File: src/rtl/simd_product_accumulator.sv
// Purpose: accumulates bursts of 9x9 SIMD multiplier products, full (one 18-bit) or packed (two carry-isolated lanes).
// Latency: result is presented one cycle after the last accepted product; one product per cycle while accumulating.
// Backpressure: in_ready only while a burst is open; the result is held with out_valid until out_ready.
module simd_product_accumulator #(
    parameter int P_W   = 18,
    parameter int ACC_W = 24,
    parameter int LEN_W = 8
) (
    input  logic             i_clk,
    input  logic             i_reset,
    input  logic             i_start,
    input  logic [LEN_W-1:0] i_len,
    input  logic             i_half_mode,
    input  logic             i_p_sign,
    input  logic             i_in_valid,
    output logic             o_in_ready,
    input  logic [P_W-1:0]   i_p,
    output logic             o_out_valid,
    input  logic             i_out_ready,
    output logic [ACC_W-1:0] o_acc,
    output logic [1:0]       o_ovf
);

    // Packed mode: lane0 takes product bits [7:0], lane1 takes the remaining upper bits.
    localparam int HW   = ACC_W / 2;
    localparam int L0_W = 8;
    localparam int L1_W = P_W - L0_W;

    typedef enum logic [1:0] {
        S_IDLE  = 2'd0,
        S_ACCUM = 2'd1,
        S_DONE  = 2'd2
    } state_t;

    state_t           r_state;
    logic [ACC_W-1:0] r_acc;
    logic [1:0]       r_ovf;
    logic             r_out_valid;
    logic             r_in_ready;
    logic [LEN_W-1:0] r_count;
    logic             r_half;
    logic             r_sign;

    logic [ACC_W-1:0] w_ext_full;
    logic [ACC_W:0]   w_sum_full;
    logic [HW-1:0]    w_ext_l0;
    logic [HW-1:0]    w_ext_l1;
    logic [HW:0]      w_sum_l0;
    logic [HW:0]      w_sum_l1;
    logic [ACC_W-1:0] w_acc_next;
    logic [1:0]       w_ovf_step;
    logic             w_start_ok;
    logic             w_beat;

    // A start is taken from IDLE, or from DONE in the same cycle the result is handed off.
    assign w_start_ok = i_start && ((r_state == S_IDLE) ||
                                    ((r_state == S_DONE) && i_out_ready));
    assign w_beat     = (r_state == S_ACCUM) && r_in_ready && i_in_valid;

    // Extend the product (whole or per lane) using the latched sign mode, then add with carry visibility.
    always_comb begin
        w_ext_full = r_sign ? {{(ACC_W-P_W){i_p[P_W-1]}}, i_p} : {{(ACC_W-P_W){1'b0}}, i_p};
        w_ext_l0   = r_sign ? {{(HW-L0_W){i_p[L0_W-1]}}, i_p[L0_W-1:0]}
                            : {{(HW-L0_W){1'b0}}, i_p[L0_W-1:0]};
        w_ext_l1   = r_sign ? {{(HW-L1_W){i_p[P_W-1]}}, i_p[P_W-1:L0_W]}
                            : {{(HW-L1_W){1'b0}}, i_p[P_W-1:L0_W]};

        w_sum_full = {1'b0, r_acc} + {1'b0, w_ext_full};
        w_sum_l0   = {1'b0, r_acc[HW-1:0]} + {1'b0, w_ext_l0};
        w_sum_l1   = {1'b0, r_acc[ACC_W-1:HW]} + {1'b0, w_ext_l1};

        w_ovf_step = 2'b00;
        if (r_half) begin
            // Lanes are summed separately so no carry crosses the lane boundary.
            w_acc_next = {w_sum_l1[HW-1:0], w_sum_l0[HW-1:0]};
            if (r_sign) begin
                w_ovf_step[0] = (r_acc[HW-1] == w_ext_l0[HW-1]) &&
                                (w_sum_l0[HW-1] != r_acc[HW-1]);
                w_ovf_step[1] = (r_acc[ACC_W-1] == w_ext_l1[HW-1]) &&
                                (w_sum_l1[HW-1] != r_acc[ACC_W-1]);
            end else begin
                w_ovf_step[0] = w_sum_l0[HW];
                w_ovf_step[1] = w_sum_l1[HW];
            end
        end else begin
            w_acc_next = w_sum_full[ACC_W-1:0];
            if (r_sign) begin
                w_ovf_step[0] = (r_acc[ACC_W-1] == w_ext_full[ACC_W-1]) &&
                                (w_sum_full[ACC_W-1] != r_acc[ACC_W-1]);
            end else begin
                w_ovf_step[0] = w_sum_full[ACC_W];
            end
        end
    end

    // Burst FSM: latch burst parameters on start, accumulate beats, hold result until handed off.
    always_ff @(posedge i_clk) begin
        if (i_reset) begin
            r_state     <= S_IDLE;
            r_acc       <= '0;
            r_ovf       <= '0;
            r_out_valid <= 1'b0;
            r_in_ready  <= 1'b0;
            r_count     <= '0;
            r_half      <= 1'b0;
            r_sign      <= 1'b0;
        end else if (w_start_ok) begin
            r_count <= i_len;
            r_half  <= i_half_mode;
            r_sign  <= i_p_sign;
            r_acc   <= '0;
            r_ovf   <= '0;
            if (i_len != '0) begin
                r_state     <= S_ACCUM;
                r_in_ready  <= 1'b1;
                r_out_valid <= 1'b0;
            end else begin
                r_state     <= S_DONE;
                r_in_ready  <= 1'b0;
                r_out_valid <= 1'b1;
            end
        end else begin
            case (r_state)
                S_ACCUM: begin
                    if (w_beat) begin
                        r_acc   <= w_acc_next;
                        r_ovf   <= r_ovf | w_ovf_step;
                        r_count <= r_count - LEN_W'(1);
                        if (r_count == LEN_W'(1)) begin
                            r_state     <= S_DONE;
                            r_in_ready  <= 1'b0;
                            r_out_valid <= 1'b1;
                        end
                    end
                end
                S_DONE: begin
                    if (i_out_ready) begin
                        r_state     <= S_IDLE;
                        r_out_valid <= 1'b0;
                    end
                end
                S_IDLE: begin
                    r_in_ready  <= 1'b0;
                    r_out_valid <= 1'b0;
                end
                default: begin
                    r_state     <= S_IDLE;
                    r_in_ready  <= 1'b0;
                    r_out_valid <= 1'b0;
                end
            endcase
        end
    end

    assign o_in_ready  = r_in_ready;
    assign o_out_valid = r_out_valid;
    assign o_acc       = r_acc;
    assign o_ovf       = r_ovf;

endmodule

File: config.mk
export PLATFORM = sky130hd
export DESIGN_NAME = simd_product_accumulator
export DESIGN_NICKNAME = d
export VERILOG_FILES = /design/src/rtl/simd_product_accumulator.sv
export SDC_FILE = /design/constraint.sdc
export NUM_CORES = 1
export LEC_CHECK = 0
export BUFFER_PORTS_ARGS = -buffer_cell sky130_fd_sc_hd__buf_2
export CORE_ASPECT_RATIO = 1.2
export CORE_MARGIN = 4
export CORE_UTILIZATION = 60
export CTS_BUF_LIST = sky130_fd_sc_hd__clkbuf_2 sky130_fd_sc_hd__clkbuf_4 sky130_fd_sc_hd__clkbuf_8
export DETAILED_ROUTE_END_ITERATION = 7
export HOLD_SLACK_MARGIN = 0.05
export PLACE_DENSITY_LB_ADDON = 0.08
export SLEW_MARGIN = 40
export SYNTH_ARGS = -nofsm -noshare
export SYNTH_HDL_FRONTEND = slang
export SYNTH_SLANG_ARGS = --single-unit
File: constraint.sdc
create_clock -name i_clk -period 6.45 [get_ports i_clk]
set_clock_uncertainty 0.05 [all_clocks]
set_input_delay 0.645 -clock i_clk [delete_from_list [all_inputs] [get_ports i_clk]]
set_output_delay 0.645 -clock i_clk [all_outputs]
set_load 0.005 [all_outputs]
# ---- Word level (Yosys, flattened, before mapping)
# Index checks and enable logic that the tools add are counted.
dict set report classes {
  eq_ne 14
  reduce_logical 18
  addsub 4
  n_mux 28
  bitwise 1
}
# op count
set op_table {}
lappend op_table {{2-to-1 mux 24 bit} 2}
lappend op_table {{adder 12 x 12 -> 13 bit} 2}
lappend op_table {{adder 24 x 24 -> 25 bit} 1}
lappend op_table {{2-to-1 mux 12 bit} 2}
lappend op_table {{2-to-1 mux 8 bit} 3}
lappend op_table {{2-to-1 mux 1 bit} 12}
lappend op_table {{2-to-1 mux 2 bit} 6}
lappend op_table {{equality test 8 x 1 -> 1 bit (second input constant)} 1}
lappend op_table {{nonzero test 8 bit} 1}
lappend op_table {{subtractor 8 x 1 -> 8 bit (second input constant)} 1}
lappend op_table {{logical AND 1 bit} 7}
lappend op_table {{!= test 3 bit (second input constant)} 2}
lappend op_table {{one-hot mux 2 bit (3 select lines)} 1}
lappend op_table {{AND reduction 3 bit} 2}
lappend op_table {{!= test 2 bit (second input constant)} 2}
lappend op_table {{one-hot mux 1 bit (2 select lines)} 2}
lappend op_table {{AND reduction 2 bit} 2}
lappend op_table {{AND reduction 4 bit} 1}
lappend op_table {{nonzero test 2 bit} 2}
lappend op_table {{equality test 1 bit} 3}
lappend op_table {{!= test 1 bit} 3}
lappend op_table {{!= test 3 x 2 -> 1 bit (second input constant)} 1}
lappend op_table {{equality test 2 x 1 -> 1 bit (second input constant)} 1}
lappend op_table {{equality test 2 bit (second input constant)} 1}
lappend op_table {{other kinds (4)} 4}
dict set report word_totals {
  out_inout_bits 28
  inputBits 33
  regBits 40
}

# ---- Logic depth before layout (Yosys ltp)
dict set report logic_depth {
  word_depth 7
  ltp_mapped 11
}

# ---- Worst setup path before layout
# Ideal clock, no wire load.
dict set report synth_path {
  path_kind {input-to-reg}
  from {input port i_p[0]}
  to {register r_acc[22] (netlist: o_acc[22])}
  stages 10
  arrival_ns 2.775
  setup_slack_ns 3.530
  required_ns 6.305
  n_path_buf 0
  setup_time_ns 0.095
  path_cell_list {ha_1 > fa_1 > a211oi_2 > o21ai_1 > a21bo_1 > a211oi_2 > o21a_2 > o22ai_2 > or4_1 > o311ai_1}
}
dict set report synth_via {
  elab_chain_len 3
}
# item line
set synth_rtl {}
lappend synth_rtl {{from (decl)} 17} ;# input logic [P_W-1:0] i_p,
lappend synth_rtl {{2-to-1 mux 24 bit} 62} ;# w_ext_full = r_sign ? {{(ACC_W-P_W){i_p[P_W-1]}}, i_p} : {{(ACC_W-P_W){1'b0}}, i_p};
lappend synth_rtl {{adder 24 x 24 -> 25 bit} 68} ;# w_sum_full = {1'b0, r_acc} + {1'b0, w_ext_full};
lappend synth_rtl {{2-to-1 mux 24 bit} 73} ;# if (r_half) begin
lappend synth_rtl {{to (signal assigned)} 126} ;# r_acc <= w_acc_next;
lappend synth_rtl {{to (decl)} 36} ;# logic [ACC_W-1:0] r_acc;
# No other way between the ends.
# A chain may end at the register's enable or synchronous reset.

# ---- Worst setup path after layout
# Ends and elaborated chain as after synthesis.

==> results_dict.tcl <==
set metrics [dict create \
    outcome "finished clean" \
    cell_internal_pwr_mw 0.384 \
    p_leak_nw 1.80 \
    gp_congestion 0.884 \
    insertion_delay_ns 0.30 \
    fill_cells 519 \
    ys_warn_count 0 \
    avgSynthCellArea_um2 7.57 \
    regArea_um2 801 \
    crit_type "in -> reg" \
    layout.nets 597 \
    post-route-period-util_pct 46.7 \
    worstPathRequired_ns 6.60 \
    drc 0 \
    grt_pass1_wl_mm 16.2 \
    synth_area_leaders "dfxtp_1 22%, ha_1 12%, a21oi_1 8.0%, o21ai_0 5.0%, nand2_1 5.0%" \
    clockPowerShare_pct 29.4 \
    multi_input_area_um2 2710 \
    hold_path_depth 2 \
    overflow 0 \
    die_h_um 93.3 \
    max_stage_delay_ns 0.44 \
    h-tree-depth 2 \
    clk_pin_slew_ns 0.09 \
    n_antenna_cell 0 \
    clk_root_buffer_cell "clkbuf_8" \
    yosys_most_used_dff "dfxtp_1" \
    final_common_cell "buf_2" \
    r2r_cells 10 \
    cts_tree "built" \
    ant_nets 0 \
    worstSetupEndpointType "flop" \
    switching_share_pct 33.0 \
    pwr-share-comb_pct 24.0 \
    cts_hold_buffers 0 \
    placed_cells 600 \
    cp_cell_sequence "buf_2 > ha_1 > fa_1 > a211oi_2 > o21ai_1 > a21bo_1 > a211oi_2 > o21a_2 > o22ai_2 > or4_1 > o311ai_1" \
    drv_cap 0 \
    path_depth 11 \
    tns_ns 0 \
    cts_resized 0 \
    grt_util_all_layers_pct 26.7 \
    wl_per_cell_um 15.8 \
    yosysTopAreaCell "dfxtp_1" \
    ir_worst_vdd_mv 0.126 \
    post-dp-hpwl_mm 7.05 \
    synth_cell_type_count 65 \
    synth_top_area_share_pct 22.0 \
    total_power_mw 0.574 \
    die_area_um2 7370 \
    p_seq_share_pct 46.6 \
    max_freq_ghz 0.332 \
    synth-seq-cells 40 \
    synthesis.nets 550 \
    io_buffers 60 \
    drt-pass1-iter-count 6 \
    synth.cell_area_um2 3630 \
    core_um2 5780 \
    cts_setup_buffers 0 \
    grt_pass1_vias 3616 \
    layoutNonFillerInstCount 607 \
    p_per_area_nw_per_um2 141 \
    crit_path_frequent_cell "a211oi_2" \
    synth_edf_count 0 \
    vias_per_cell 6.31 \
    critical_path_arrival_ns 3.16 \
    worst_pin_slew_ns 0.665 \
    first_iter_violations 447 \
    hold_viol 0 \
    initial_utilization_pct 62.9 \
    worst_setup_path_start_kind "input port" \
    cts_buffers 5 \
    ys_seq_area_share_pct 22.0 \
    wl_mm 9.61 \
    worstHoldPathType "reg -> reg" \
    cp_max_fo 4 \
    cp_slowest_cell "fa_1" \
    whs_ns 0.421 \
    period_minus_slack_ns 3.01 \
    clock_path_buffers 2 \
    synth_cells 480 \
    synth-async-reset-ratio_pct 0 \
    path_delay_family "compound AO/OA/AOI/OAI gates" \
    crit_buf_inv 1 \
    grt_max_degree 39 \
    rsz0062_at_grt "false" \
    clock_sinks 40 \
    via_count 3833 \
    layout_common_cells "60 x buf_2, 58 x a21oi_1, 48 x nand2_1" \
    slew_headroom_pct 55.6 \
    drive_gt1_share_pct 15.7 \
    io_pins 61 \
    net-switching-power_mw 0.190 \
    post-route-util_pct 70.2 \
    setup_viol 0 \
    finalMaxSlewViolations 0 \
    die_w_um 79.1 \
    grt_antenna_before_repair 0 \
    row_count 30 \
    syn2layout_area_growth_pct 11.7 \
]
logic make-up (layout without fill, tap and decap cells):
kind of cell / Yosys count / after routing / share of synthesized area [%]
mux: 7 / 7 / 1.96
fa+ha+maj: 38 / 38 / 13.4
compound gates: 176 / 176 / 30.8
xor+xnor: 31 / 31 / 7.47
buf+inv: 36 / 83 / 3.75
flops: 40 / 40 / 22.0
simple gates: 152 / 152 / 20.6
metal layers:
layer | vias up | part of all wire [%] | wire (um) | track usage [%]
met5 | - | 0 | 0 | 0
met4 | 0 | 1.8 | 170 | 8.60
met3 | 20 | 5.4 | 521 | 3.37
met2 | 141 | 50 | 4790 | 47.8
met1 | 1788 | 43 | 4130 | 32.8
li1 | 1884 | - | - | -
worst reg2reg max path, stage by stage, from the launching register on:
cell	delay [ns]
dfxtp_1	0.33
ha_1	0.22
fa_1	0.44
a211oi_2	0.25
o21ai_1	0.15
a21bo_1	0.22
a211oi_2	0.27
o21a_2	0.24
o22ai_2	0.08
or4_1	0.43
o311ai_1	0.10
Yosys cell counts (4+ instances only):
cell and n:
nand2b_1 6, and2_1 5, o22ai_1 5, a22oi_1 4
ha_1 35, a21oi_1 58, a31oi_1 6, nand3_1 13
o21ai_0 36, nor4_1 6, clkbuf_1 19, o21ai_1 5
a211oi_1 11, nand2_1 48, a21o_1 10, xnor2_1 20
o211ai_1 7, nor3_1 12, nor2_1 33, dfxtp_1 40
mux2i_1 6, xor2_1 11, nor2b_1 9, inv_1 12
cell type report:
| class | count | area share (%) |
|---|---|---|
| Clock inverter | 2 | 0.308 |
| Sequential cell | 40 | 19.7 |
| Tap cell | 80 | 2.47 |
| Multi-Input combinational cell | 404 | 66.6 |
| Timing Repair Buffer | 63 | 7.95 |
| Inverter | 13 | 1.20 |
| Clock buffer | 5 | 1.70 |
power groups by stage:
| stage | Sequential [mW] | Clock [mW] | Combinational, mW |
|---|---|---|---|
| 2_1_floorplan | 0.270 | 0 | 0.0974 |
| 3_3_place_gp | 0.272 | 0 | 0.132 |
| 3_5_place_dp | 0.273 | 0 | 0.136 |
| 4_1_cts | 0.267 | 0.171 | 0.137 |
| 5_1_grt | 0.269 | 0.183 | 0.154 |
| 6_report | 0.267 | 0.169 | 0.138 |
state kept, by name, summed over array words and instances, names as in the netlist:
| signal | count |
|---|---|
| o_acc | 24 |
| o_ovf | 2 |
| r_sign | 1 |
| o_out_valid | 1 |
| r_count | 8 |
| r_half | 1 |
| o_in_ready | 1 |
| r_state | 2 |
metrics by stage:
stage | setup slack, ns | instance area, um2
CTS | 3.47 | 4060
detailed placement | 3.17 | 3980
global route | 3.31 | 4060
finish | 3.44 | 4060
global placement | 3.25 | 3970
floorplan | 3.53 | 3630
final timing paths:
check | slack [ns] | start | to
worst max-delay path | 3.44 | i_p[0] | o_acc[22]
worst min-delay path | 0.42 | o_acc[5] | o_acc[5]
worst max register to register | 3.57 | o_acc[0] | o_acc[22]
worst min register to register | 0.42 | o_acc[5] | o_acc[5]
(Power assumes the default switching activity.)
